--- src/rtl/rv32_pipeline_pkg.sv ---
// Shared definitions for the RV32IM pipeline: NOP encoding, reset vector,
// fetch-stage state encoding and the major opcodes decoded by control_unit.
package rv32_pipeline_pkg;

    localparam logic [31:0] NOP_INSTR    = 32'h0000_0013;
    localparam logic [31:0] RESET_VECTOR = 32'h0000_0000;

    typedef enum logic [1:0] {
        ST_FETCH = 2'd0,
        ST_HOLD  = 2'd1,
        ST_DRAIN = 2'd2
    } fetch_state_e;

    localparam logic [6:0] OPC_LUI    = 7'b0110111;
    localparam logic [6:0] OPC_AUIPC  = 7'b0010111;
    localparam logic [6:0] OPC_JAL    = 7'b1101111;
    localparam logic [6:0] OPC_JALR   = 7'b1100111;
    localparam logic [6:0] OPC_BRANCH = 7'b1100011;
    localparam logic [6:0] OPC_LOAD   = 7'b0000011;
    localparam logic [6:0] OPC_STORE  = 7'b0100011;
    localparam logic [6:0] OPC_OP_IMM = 7'b0010011;
    localparam logic [6:0] OPC_OP     = 7'b0110011;

endpackage

--- src/rtl/fetch_unit_if.sv ---
// Signals between the fetch stage and its surroundings (hazard unit, EX
// redirect, instruction memory, IF/ID consumers). STATE_DBG exposes the FSM.
//
// Handshake: the memory transfers a word in any cycle where IMEM_READ=1 and
// IMEM_BUSYWAIT=0 ("accept"); while IMEM_BUSYWAIT=1 the fetch side keeps
// IMEM_ADDR and IMEM_READ stable.
interface fetch_unit_if;
    import rv32_pipeline_pkg::*;

    logic         STALL;
    logic         BRANCH_TAKEN;
    logic [31:0]  BRANCH_TARGET;
    logic [31:0]  IMEM_ADDR;
    logic         IMEM_READ;
    logic [31:0]  IMEM_READDATA;
    logic         IMEM_BUSYWAIT;
    logic [31:0]  INSTRUCTION;
    logic [31:0]  PC_OUT;
    logic [31:0]  PC_PLUS4;
    logic         VALID;
    fetch_state_e STATE_DBG;

    modport master (
        input  STALL, BRANCH_TAKEN, BRANCH_TARGET, IMEM_READDATA, IMEM_BUSYWAIT,
        output IMEM_ADDR, IMEM_READ, INSTRUCTION, PC_OUT, PC_PLUS4, VALID, STATE_DBG
    );

    modport slave (
        output STALL, BRANCH_TAKEN, BRANCH_TARGET, IMEM_READDATA, IMEM_BUSYWAIT,
        input  IMEM_ADDR, IMEM_READ, INSTRUCTION, PC_OUT, PC_PLUS4, VALID, STATE_DBG
    );

endinterface

--- src/rtl/if_id_reg.sv ---
// IF/ID pipeline register. Flush wins over load and inserts a bubble
// (NOP, VALID=0) while the PC fields keep their last values.
module if_id_reg
    import rv32_pipeline_pkg::*;
(
    input  logic        clk,
    input  logic        rst_n,
    input  logic        load,
    input  logic        flush,
    input  logic [31:0] instr_i,
    input  logic [31:0] pc_i,
    output logic [31:0] instr_o,
    output logic [31:0] pc_o,
    output logic [31:0] pc_plus4_o,
    output logic        valid_o
);

    logic [31:0] instr_q, instr_d;
    logic [31:0] pc_q, pc_d;
    logic [31:0] pc_plus4_q, pc_plus4_d;
    logic        valid_q, valid_d;

    always_comb begin
        instr_d    = instr_q;
        pc_d       = pc_q;
        pc_plus4_d = pc_plus4_q;
        valid_d    = valid_q;
        if (flush) begin
            instr_d = NOP_INSTR;
            valid_d = 1'b0;
        end else if (load) begin
            instr_d    = instr_i;
            pc_d       = pc_i;
            pc_plus4_d = pc_i + 32'd4;
            valid_d    = 1'b1;
        end
    end

    always_ff @(posedge clk or negedge rst_n) begin
        if (!rst_n) begin
            instr_q    <= NOP_INSTR;
            pc_q       <= 32'h0;
            pc_plus4_q <= 32'h0;
            valid_q    <= 1'b0;
        end else begin
            instr_q    <= instr_d;
            pc_q       <= pc_d;
            pc_plus4_q <= pc_plus4_d;
            valid_q    <= valid_d;
        end
    end

    assign instr_o    = instr_q;
    assign pc_o       = pc_q;
    assign pc_plus4_o = pc_plus4_q;
    assign valid_o    = valid_q;

endmodule

--- src/rtl/fetch_unit.sv ---
// Instruction-fetch stage: owns the PC, a one-entry skid buffer for words
// returned during a stall, and the redirect/drain logic for EX branches.
module fetch_unit
    import rv32_pipeline_pkg::*;
(
    input  logic   CLK,
    input  logic   RESET,
    fetch_unit_if.master bus
);

    fetch_state_e state_q, state_d;
    logic [31:0]  pc_q, pc_d;
    logic [31:0]  buf_word_q, buf_word_d;
    logic [31:0]  buf_pc_q, buf_pc_d;
    logic [31:0]  tgt_q, tgt_d;

    logic         imem_read;
    logic         accept;
    logic [31:0]  branch_tgt;
    logic         ifid_load;
    logic         ifid_flush;
    logic [31:0]  ld_word;
    logic [31:0]  ld_pc;

    // Read request depends only on state and reset, never on the other inputs.
    assign imem_read  = RESET && (state_q != ST_HOLD);
    assign accept     = imem_read && !bus.IMEM_BUSYWAIT;
    assign branch_tgt = bus.BRANCH_TARGET & ~32'h3;

    always_comb begin
        state_d    = state_q;
        pc_d       = pc_q;
        buf_word_d = buf_word_q;
        buf_pc_d   = buf_pc_q;
        tgt_d      = tgt_q;
        ifid_load  = 1'b0;
        ifid_flush = 1'b0;
        ld_word    = bus.IMEM_READDATA;
        ld_pc      = pc_q;
        if (bus.BRANCH_TAKEN) begin
            // Redirect beats stall; an in-flight access must finish first.
            ifid_flush = 1'b1;
            if (state_q == ST_HOLD || accept) begin
                pc_d    = branch_tgt;
                state_d = ST_FETCH;
            end else begin
                tgt_d   = branch_tgt;
                state_d = ST_DRAIN;
            end
        end else begin
            case (state_q)
                ST_FETCH: begin
                    if (accept) begin
                        pc_d = pc_q + 32'd4;
                        if (bus.STALL) begin
                            buf_word_d = bus.IMEM_READDATA;
                            buf_pc_d   = pc_q;
                            state_d    = ST_HOLD;
                        end else begin
                            ifid_load = 1'b1;
                        end
                    end else if (!bus.STALL) begin
                        ifid_flush = 1'b1;
                    end
                end
                ST_HOLD: begin
                    if (!bus.STALL) begin
                        ld_word   = buf_word_q;
                        ld_pc     = buf_pc_q;
                        ifid_load = 1'b1;
                        state_d   = ST_FETCH;
                    end
                end
                ST_DRAIN: begin
                    ifid_flush = 1'b1;
                    if (accept) begin
                        pc_d    = tgt_q;
                        state_d = ST_FETCH;
                    end
                end
                default: state_d = ST_FETCH;
            endcase
        end
    end

    always_ff @(posedge CLK or negedge RESET) begin
        if (!RESET) begin
            state_q    <= ST_FETCH;
            pc_q       <= RESET_VECTOR;
            buf_word_q <= NOP_INSTR;
            buf_pc_q   <= 32'h0;
            tgt_q      <= 32'h0;
        end else begin
            state_q    <= state_d;
            pc_q       <= pc_d;
            buf_word_q <= buf_word_d;
            buf_pc_q   <= buf_pc_d;
            tgt_q      <= tgt_d;
        end
    end

    if_id_reg u_if_id (
        .clk        (CLK),
        .rst_n      (RESET),
        .load       (ifid_load),
        .flush      (ifid_flush),
        .instr_i    (ld_word),
        .pc_i       (ld_pc),
        .instr_o    (bus.INSTRUCTION),
        .pc_o       (bus.PC_OUT),
        .pc_plus4_o (bus.PC_PLUS4),
        .valid_o    (bus.VALID)
    );

    assign bus.IMEM_ADDR = pc_q;
    assign bus.IMEM_READ = imem_read;
    assign bus.STATE_DBG = state_q;

endmodule

--- src/flat_wrapper.sv ---
// flat-port wrapper written by rule: the top's interface ports become plain ports
module fetch_unit_flat import rv32_pipeline_pkg::*;
  (CLK, RESET, bus_STALL, bus_BRANCH_TAKEN, bus_BRANCH_TARGET, bus_IMEM_READDATA, bus_IMEM_BUSYWAIT, bus_IMEM_ADDR, bus_IMEM_READ, bus_INSTRUCTION, bus_PC_OUT, bus_PC_PLUS4, bus_VALID, bus_STATE_DBG);
  fetch_unit_if bus_i ();
  input  logic CLK;
  input  logic RESET;
  input wire logic [$bits(bus_i.STALL)-1:0] bus_STALL;
  input wire logic [$bits(bus_i.BRANCH_TAKEN)-1:0] bus_BRANCH_TAKEN;
  input wire logic [$bits(bus_i.BRANCH_TARGET)-1:0] bus_BRANCH_TARGET;
  input wire logic [$bits(bus_i.IMEM_READDATA)-1:0] bus_IMEM_READDATA;
  input wire logic [$bits(bus_i.IMEM_BUSYWAIT)-1:0] bus_IMEM_BUSYWAIT;
  output wire logic [$bits(bus_i.IMEM_ADDR)-1:0] bus_IMEM_ADDR;
  output wire logic [$bits(bus_i.IMEM_READ)-1:0] bus_IMEM_READ;
  output wire logic [$bits(bus_i.INSTRUCTION)-1:0] bus_INSTRUCTION;
  output wire logic [$bits(bus_i.PC_OUT)-1:0] bus_PC_OUT;
  output wire logic [$bits(bus_i.PC_PLUS4)-1:0] bus_PC_PLUS4;
  output wire logic [$bits(bus_i.VALID)-1:0] bus_VALID;
  output wire logic [$bits(bus_i.STATE_DBG)-1:0] bus_STATE_DBG;
  assign bus_i.STALL = bus_STALL;
  assign bus_i.BRANCH_TAKEN = bus_BRANCH_TAKEN;
  assign bus_i.BRANCH_TARGET = bus_BRANCH_TARGET;
  assign bus_i.IMEM_READDATA = bus_IMEM_READDATA;
  assign bus_i.IMEM_BUSYWAIT = bus_IMEM_BUSYWAIT;
  assign bus_IMEM_ADDR = bus_i.IMEM_ADDR;
  assign bus_IMEM_READ = bus_i.IMEM_READ;
  assign bus_INSTRUCTION = bus_i.INSTRUCTION;
  assign bus_PC_OUT = bus_i.PC_OUT;
  assign bus_PC_PLUS4 = bus_i.PC_PLUS4;
  assign bus_VALID = bus_i.VALID;
  assign bus_STATE_DBG = bus_i.STATE_DBG;
  fetch_unit u_core (.CLK(CLK), .RESET(RESET), .bus(bus_i));
endmodule
--- config.mk ---
export PLATFORM = sky130hd
export DESIGN_NAME = fetch_unit_flat
export DESIGN_NICKNAME = d
export VERILOG_FILES = /design/src/rtl/rv32_pipeline_pkg.sv /design/src/rtl/fetch_unit_if.sv /design/src/rtl/if_id_reg.sv /design/src/rtl/fetch_unit.sv /design/src/flat_wrapper.sv
export SDC_FILE = /design/constraint.sdc
export NUM_CORES = 1
export LEC_CHECK = 0
export CAP_MARGIN = 15
export CELL_PAD_IN_SITES_DETAIL_PLACEMENT = 1
export CELL_PAD_IN_SITES_GLOBAL_PLACEMENT = 1
export CORE_MARGIN = 8
export CORE_UTILIZATION = 53
export DETAILED_ROUTE_END_ITERATION = 8
export DONT_BUFFER_PORTS = 1
export PLACE_DENSITY_LB_ADDON = 0.1
export RECOVER_POWER = 25
export SLEW_MARGIN = 20
export SYNTH_ARGS = -nofsm -noshare
export SYNTH_HDL_FRONTEND = slang
export SYNTH_SLANG_ARGS = --single-unit
--- constraint.sdc ---
create_clock -name CLK -period 5.1 [get_ports CLK]
set_input_delay 1.53 -clock CLK [delete_from_list [all_inputs] [get_ports CLK]]
set_output_delay 1.53 -clock CLK [all_outputs]
set_load 0.05 [all_outputs]
==> After elaboration in Yosys (flattened, before gate mapping) <==
Cells that the tools add are included.
Widths: inputs -> output; s select.
{ "totals": {"inputBits": 69, "wordCells": 63, "reg_bits": 225, "out_inout_bits": 132} }
{ "classes": {"n_mux": 29, "reduce_logical": 12, "n_eq_ne": 8, "bitwise_logic": 3, "addsub": 2} }
{ "ops": {"columns": ["op", "n"], "rows": [
  ["$mux 32", 12],
  ["$add 32x3->32 const B", 2],
  ["$pmux 32 s2", 1],
  ["$mux 2", 6],
  ["$reduce_and 4->1", 2],
  ["$mux 1", 7],
  ["$ne 3x2->1 const B", 2],
  ["$ne 3x3->1 const B", 2],
  ["$pmux 2 s3", 1],
  ["$ne 2x1->1 const B", 2],
  ["$pmux 1 s2", 2],
  ["$reduce_and 2->1", 2],
  ["$not 1->1", 3],
  ["$reduce_and 3->1", 1],
  ["$reduce_bool 3->1", 1],
  ["$eq 2x1->1 const B", 1],
  ["$eq 2x2->1 const B", 1],
  ["$logic_and 1x1->1", 2],
  ["$logic_not 2->1", 1],
  ["$reduce_bool 2->1", 1],
  ["$logic_not 1->1", 1],
  ["$logic_or 1x1->1", 1]
]} }

==> Depth between registers and ports, before layout <==
{ "depth": {"word_depth": 8, "depth_mapped": 14, "mapped_depth_nobuf": 9} }

==> By module <==
Synthesis repeated with hierarchy kept, for this count alone.
{ "hier_totals": {"cells_unflattened": 1049, "hier_area_um2": 10998.0} }
{ "modules_own_cells": {"columns": ["module", "seq_area_each_um2", "n_inst", "area_each_um2", "cells_each"], "rows": [
  ["fetch_unit", 3156.8, 1, 6744.0, 605],
  ["if_id_reg", 2381.0, 1, 4254.1, 444]
]} }

==> Worst setup path before layout <==
OpenSTA, ideal clock, no wires.
{ "synth_timing": {"kind": "input to register", "startpoint": "input port bus_STALL", "endpoint": "register u_core.u_if_id.pc_plus4_q[24], in the netlist u_core.u_if_id.pc_plus4_o[24]", "setup_ns": 0.095, "path_stages": 14, "arrival_time_ns": 4.621, "setup_slack_ns": 0.383, "required_time_ns": 5.005, "n_path_buf": 5, "path_cell_list": "buf_2 -> nor4b_2 -> clkbuf_1 -> clkbuf_1 -> buf_1 -> nand2_1 -> nand2_1 -> ha_1 -> and3_1 -> and3_1 -> clkbuf_1 -> o22ai_1 -> o31a_1 -> o31ai_1"} }
{ "synth_between": {"elab_cells_between_ends": 13, "cone_classes": "1 x add/sub; 10 x mux; 1 x bitwise; 1 x reduce/logical"} }
{ "synth_rtl": {"columns": ["item", "line_no", "source"], "rows": [
  ["start: declaration", "flat_wrapper.sv:7", "input wire logic [$bits(bus_i.STALL)-1:0] bus_STALL;"],
  ["$mux 32", "fetch_unit.sv:67", "if (!bus.STALL) begin"],
  ["$mux 32", "fetch_unit.sv:51", "case (state_q)"],
  ["$mux 32", "fetch_unit.sv:40", "if (bus.BRANCH_TAKEN) begin"],
  ["via u_core.ld_pc[2]", "fetch_unit.sv:23", "logic [31:0] ld_pc;"],
  ["$add 32x3->32", "if_id_reg.sv:34", "pc_plus4_d = pc_i + 32'd4;"],
  ["end signal: assignment", "if_id_reg.sv:48", "pc_plus4_q <= pc_plus4_d;"],
  ["end: declaration", "if_id_reg.sv:20", "logic [31:0] pc_plus4_q, pc_plus4_d;"]
]} }
The timed path passes the listed nets, and every way through them passes these cells.
A chain may end at the register's enable or synchronous reset.

==> Final worst setup path <==
{ "layout_timing": {"startpoint": "input port RESET", "endpoint": "output port bus_IMEM_READ"} }
{ "layout_between": {"elab_chain_cells": 1} }
{ "layout_rtl": {"columns": ["item", "line_no", "source"], "rows": [
  ["start: declaration", "flat_wrapper.sv:6", "input logic RESET;"],
  ["$logic_and 1x1->1", "fetch_unit.sv:26", "assign imem_read = RESET && (state_q != ST_HOLD);"],
  ["end: declaration", "flat_wrapper.sv:13", "output wire logic [$bits(bus_i.IMEM_READ)-1:0] bus_IMEM_READ;"]
]} }
Every way passes these cells.

==> results.tsv <==
stage	metric	value	unit
floorplan	DIE AREA	25600	um2
cts	CTS clock-pin slew for the worst setup and hold paths	60	ps
floorplan	initial core utilization	54.1	%
detailed_routing	final wirelength	32.8	mm
logic_synthesis	Synth Area in Compound Gates	14.1	%
cts	hold buffer count at cts	0	
sta	RSZ-0062 raised after global routing	false	
worst_setup_path	CP Launch Point	RESET	
worst_setup_path	Required @ worst endpoint	3570	ps
placement	placed cell areas	11100	um2
logic_synthesis	synth cell count leaders	dfrtp_1 (215), nand2_1 (162), o21ai_0 (102)	
detailed_routing	routed wl met3	3.20	mm
sta	Slew HR	35.9	%
logic_synthesis	Distinct cells, synth	61	
cts	Clk Tree Root Cell	clkbuf_16	
worst_setup_path	CP Max Fanout	224	
global_routing	first-pass GRT wire length	51.9	mm
pwr	PwrDens	488	nW/um2
worst_hold_path	min-delay src	u_core.buf_pc_q[1]$_DFFE_PN0P_	
worst_setup_path	Critical Path Sink Type	output pin	
floorplan	Die X-Extent	160	um
sta	Final Hold Fails	0	
floorplan	CORE AREA	20300	um2
detailed_routing	drt first pass iters	5	
sta	Max Fclk	265	MHz
detailed_routing	M1 wire length	14.3	mm
logic_synthesis	Syn. warnings	0	
logic_synthesis	ys async rst share	100	%
floorplan	Cell Rows	52	
logic_synthesis	post-synthesis average cell area	9.96	um2
worst_setup_path	CP Buf/Inv Count	0	
global_routing	vias in the first global route	8846	
detailed_routing	# DRC	0	
detailed_routing	WL/cell	24.3	um
cts	CTS resizes	0	
sta	Final period util	74.1	%
final_layout	Syn-to-layout area delta	8.68	%
logic_synthesis	top cells by area, synth	dfrtp_1 (49%), mux2_2 (9.4%), nand2_1 (5.5%), mux2i_1 (4.6%), o21ai_0 (4.6%)	
sta	fin crit period	3780	ps
placement	dpl hpwl	22.6	mm
sta	actual slew at the worst max-slew pin	961	ps
flow_run	max cap viols	0	
logic_synthesis	post-synthesis adder-cell area fraction	0.228	%
global_routing	largest net degree at the start of global routing	225	
logic_synthesis	Yosys top cell by area	dfrtp_1	
logic_synthesis	Post-Synth Simple-Gate Area	15.7	%
sta	Setup TNS	0	ps
sta	Layout Skew	11.4	ps
logic_synthesis	main combinational cell family by area after synthesis	simple AND/OR/NAND/NOR gates	
worst_setup_path	Worst setup SP type	input port	
detailed_routing	via count	8499	
floorplan	die span in y	160	um
cts	total CTS buffers	25	
pwr	leak pwr	5.36	nW
detailed_routing	violation count after the first detailed-route iteration	779	
cts	CTS tree	done	
final_layout	share of layout cells above drive strength 1	14.9	%
worst_setup_path	WP data arrival	2250	ps
logic_synthesis	XOR/XNOR Fraction of Synth Area	1.83	%
worst_hold_path	type of the worst min-delay path	reg2reg	
sta	Max Slew Vio Count	0	
sta	# setup viols final	0	
cts	CTS max path bufs	3	
worst_setup_path	delay-heaviest family, CP	simple AND/OR/NAND/NOR gates	
global_routing	initial antenna violation count	0	
logic_synthesis	Seq/Total Area, Yosys	50.4	%
logic_synthesis	Post-Syn Area	11000	um2
logic_synthesis	flops & latches, synth	221	
floorplan	# IOs	201	
worst_setup_path	RR Startpoint	u_core.bus.STATE_DBG[0]$_DFFE_PN0P_	
pwr	Total Power	5.82	mW
cts	CTS Sinks	221	
detailed_routing	top routing layer used	met4	
worst_setup_path	crit path cell chain	and2_1	
logic_synthesis	most frequent cell after synthesis	dfrtp_1	
cts	postcts setup bufs	0	
global_routing	gr ovfl total	0	
logic_synthesis	number of synthesized flops with an enable pin	0	
detailed_routing	Post-DRT Antenna Nets	0	
global_routing	GRT Total Usage	25.0	%
worst_setup_path	CP peak stage delay	520	ps
worst_setup_path	Setup CP Type	in2out	
detailed_routing	met2 WL	14.6	mm
cts	clk_lat worst skew	530	ps
outcome	status	completed	
logic_synthesis	Post-synth top flop	dfrtp_1	
final_layout	ant diodes	0	
logic_synthesis	Synth Instances	1103	
pwr	VDD IR max	0.255	mV
placement	gpl congestion	0.872	
placement	Port Buffers	0	
cts	htree depth	1	
logic_synthesis	multiplexer share of the synthesized area	14.1	%
final_layout	final net count	1136	
logic_synthesis	area fraction of the dominant cell type after synthesis	49.0	%
final_layout	Design Area, Final	11900	um2
worst_setup_path	CP max stage cell	and2_1	
detailed_routing	detailed-route vias per instance	6.29	
-- layer usage --
| metal | GRT usage, % | up-vias |
|---|---|---|
| li1 | - | 3881 |
| met1 | 33.6 | 4286 |
| met2 | 37.8 | 280 |
| met3 | 8.61 | 52 |
| met4 | 7.26 | 0 |
| met5 | 0 | - |
-- path summary, 6_finish.rpt --
check | endpoint | slack (ps) | cells after the start
worst min-delay path | u_core.buf_pc_q[1]$_DFFE_PN0P_ | 490 | 1
min in group asynchronous | u_core.tgt_q[20]$_DFFE_PN0P_ | 710 | 0
worst max-delay path | bus_IMEM_READ | 1320 | 1
worst min register to register | u_core.buf_pc_q[1]$_DFFE_PN0P_ | 490 | 1
max in group asynchronous | u_core.u_if_id.pc_o[22]$_DFFE_PN0P_ | 3900 | 0
worst max register to register | u_core.u_if_id.pc_plus4_o[30]$_DFFE_PN0P_ | 1460 | 9
-- stage by stage --
stage,hold slack (ps),utilization [%],setup slack [ps],cells
floorplan,453,-,383,1104
global placement,468,54.9,956,1308
detailed placement,479,54.9,872,1308
CTS,495,58.8,1330,1352
global route,519,58.8,1250,1352
finish,492,58.8,1320,1352
-- area by class of cell --
cell class / count / area (um2)
Clock inverter: 3 / 22.5
Tap cell: 270 / 338
Clock buffer: 41 / 766
Multi-Input combinational cell: 788 / 5080
Timing Repair Buffer: 19 / 155
Fill cell: 2223 / 8360
Inverter: 10 / 37.5
Sequential cell: 221 / 5540
-- layout by cell type, fill, tap and decap left out, types with 8 or more instances in the layout --
cell / Yosys / routed
dfrtp_1: 215 / 215
nand2_1: 162 / 162
o21ai_0: 102 / 102
mux2_2: 92 / 92
nor2_1: 61 / 60
mux2i_1: 51 / 51
a21oi_1: 47 / 47
nand3_1: 35 / 35
clkbuf_16: 0 / 25
nor3_1: 20 / 20
and3_1: 20 / 20
nand4_1: 18 / 18
buf_4: 4 / 18
nor4_1: 13 / 13
a31oi_1: 13 / 13
xnor2_1: 12 / 12
xor2_1: 11 / 11
inv_1: 10 / 10
o31ai_1: 10 / 10
a21o_1: 9 / 9
clkbuf_1: 65 / 8
clkbuf_8: 0 / 8
-- report_power, final --
part | total, mW | switching [mW] | leakage, nW | internal, mW
Combinational | 0.737 | 0.370 | 2.19 | 0.367
Clock | 1.74 | 0.719 | 0.388 | 1.02
Sequential | 3.34 | 1.21 | 2.78 | 2.13
-- state kept, by name, summed over array words and instances (netlist names), 2 cells and up --
signal                     flops
u_core.buf_pc_q               32
u_core.buf_word_q             32
u_core.u_if_id.instr_o        32
u_core.u_if_id.pc_o           32
u_core.bus.IMEM_ADDR          30
u_core.tgt_q                  30
u_core.u_if_id.pc_plus4_o     30
u_core.bus.STATE_DBG           2
-- logic make-up after synthesis --
| logic type | count (synthesis) |
|---|---|
| simple gates | 368 |
| compound gates | 250 |
| flops | 221 |
| mux | 143 |
| buf+inv | 95 |
| xor+xnor | 23 |
| fa+ha+maj | 2 |
| other cells | 1 |
Note: power is estimated with default switching activity, not from simulation.
==> edit (same flow settings) <==
Take the reset off `pc_q` and load it in a clocked block of its own.
--- a/src/rtl/if_id_reg.sv
+++ b/src/rtl/if_id_reg.sv
@@ -41,3 +41,2 @@
             instr_q    <= NOP_INSTR;
-            pc_q       <= 32'h0;
             pc_plus4_q <= 32'h0;
@@ -46,3 +45,2 @@
             instr_q    <= instr_d;
-            pc_q       <= pc_d;
             pc_plus4_q <= pc_plus4_d;
@@ -50,2 +48,6 @@
         end
+    end
+
+    always_ff @(posedge clk) begin
+        pc_q <= pc_d;
     end
Check against the original RTL: differs if RESET is asserted again (counterexample within 4 cycles, from zero or initial values and one cycle with RESET low); with RESET held inactive, the same outputs for 4 cycles.
==> edit against the original RTL <==
- combinational power fell by 3.3%
- worst setup slack gained 0.046 ns
- synthesized cell count down 6.8%
- area after synthesis shrank 1.2%
- routed wire length shrank 5.7%
- total power shrank 5.1%
- non-clock buffer count shrank 3
- sequential cell count grew 2
- final area fell by 1.1%
- maximum frequency rose by 1.2%
- critical endpoint unchanged
- largest power group unchanged
==> edit: results (changes against the original RTL) <==
* Run status: completed
* Post-synthesis mux area share at 14.5% (+0.41 points)
* Net Sw Frac at 35.1% (-4.4 points)
* Async SR Flop Fraction at 85.7% (-14 points)
* Leakage power at 5.20 nW (-3.0%)
* Placed cell count at 1,239 (-5.3%)
* NumNets Final at 1,067 (-6.1%)
* Share of cells above drive strength 1 at 17.7% (+2.8 points)
* GRT Util Overall at 24.1% (-0.98 points)
* Routing usage on met2 at 38.1% (+0.30 points)
* HP Start: u_core.buf_pc_q[0]
* Combinational cell power at 0.713 mW (-3.3%)
* WP data arrival at 2.20 ns (-0.05 ns)
* Register area share after synthesis at 53.0% (+2.6 points)
* Gpl congestion at 0.808 (-7.4%)
* Commonest cells post-synth: dfrtp_1 (185), nand2_1 (158), mux2_2 (98)
* Fillcell total at 2,173 (-2.2%)
* Synth Area in Adders at 0.231% (+0.0028 points)
* Crit Path Max Fanout at 194 (-13%)
* Worst Hold Path EP: u_core.buf_pc_q[0]
* Buffering overhead at 1.02% (-0.28 points)
* Post-Syn Instances at 1,028 (-6.8%)
* Sequential power share at 53.9% (-3.6 points)
* M1 GR Usage at 32.0% (-1.6 points)
* Sequential cell area at 5750 um2 (+3.8%)
* Met2 routed WL at 14.3 mm (-1.7%)
* Slew HR at 31.4% (-4.5 points)
* Largest net degree at the start of global routing at 195 (-13%)
* WL met1 at 13.4 mm (-6.1%)
* Xor and xnor fraction of the mapped netlist area at 1.78% (-0.058 points)
* # clk buffers at 33 (-20%)
* Clock tree cell share of total cell area at 7.05% (+0.44 points)
* M3 GR Usage at 7.78% (-0.83 points)
* Setup Skew at 0.0165 ns (+0.00502 ns)
[edit: cell types whose count changed after synthesis, sizes merged, moves of 6 or more]
cell / change
nand3: -7
mux2: +7
nor2: -18
buf: +10
a21oi: -7
nor4: -7
clkbuf: -19
mux2i: -8
dfrtp: -30
o31ai: -6
a211o: +6
edfxtp: +32
[edit: how the worst max path moves through the flow]
| stage | endpoint | slack (ns) | cells past startpoint |
|---|---|---|---|
| 6_report | bus_IMEM_READ | 1.37 | 1 |
| 5_1_grt | bus_IMEM_READ | 1.29 | 2 |
| 4_1_cts | bus_IMEM_READ | 1.36 | 2 |
| 3_5_place_dp | u_core.u_if_id.pc_plus4_o[28] | 1.12 | 9 |
| 3_3_place_gp | u_core.u_if_id.pc_plus4_o[28] | 1.16 | 9 |
| 2_1_floorplan | u_core.u_if_id.pc_plus4_o[28] | 0.88 | 14 |
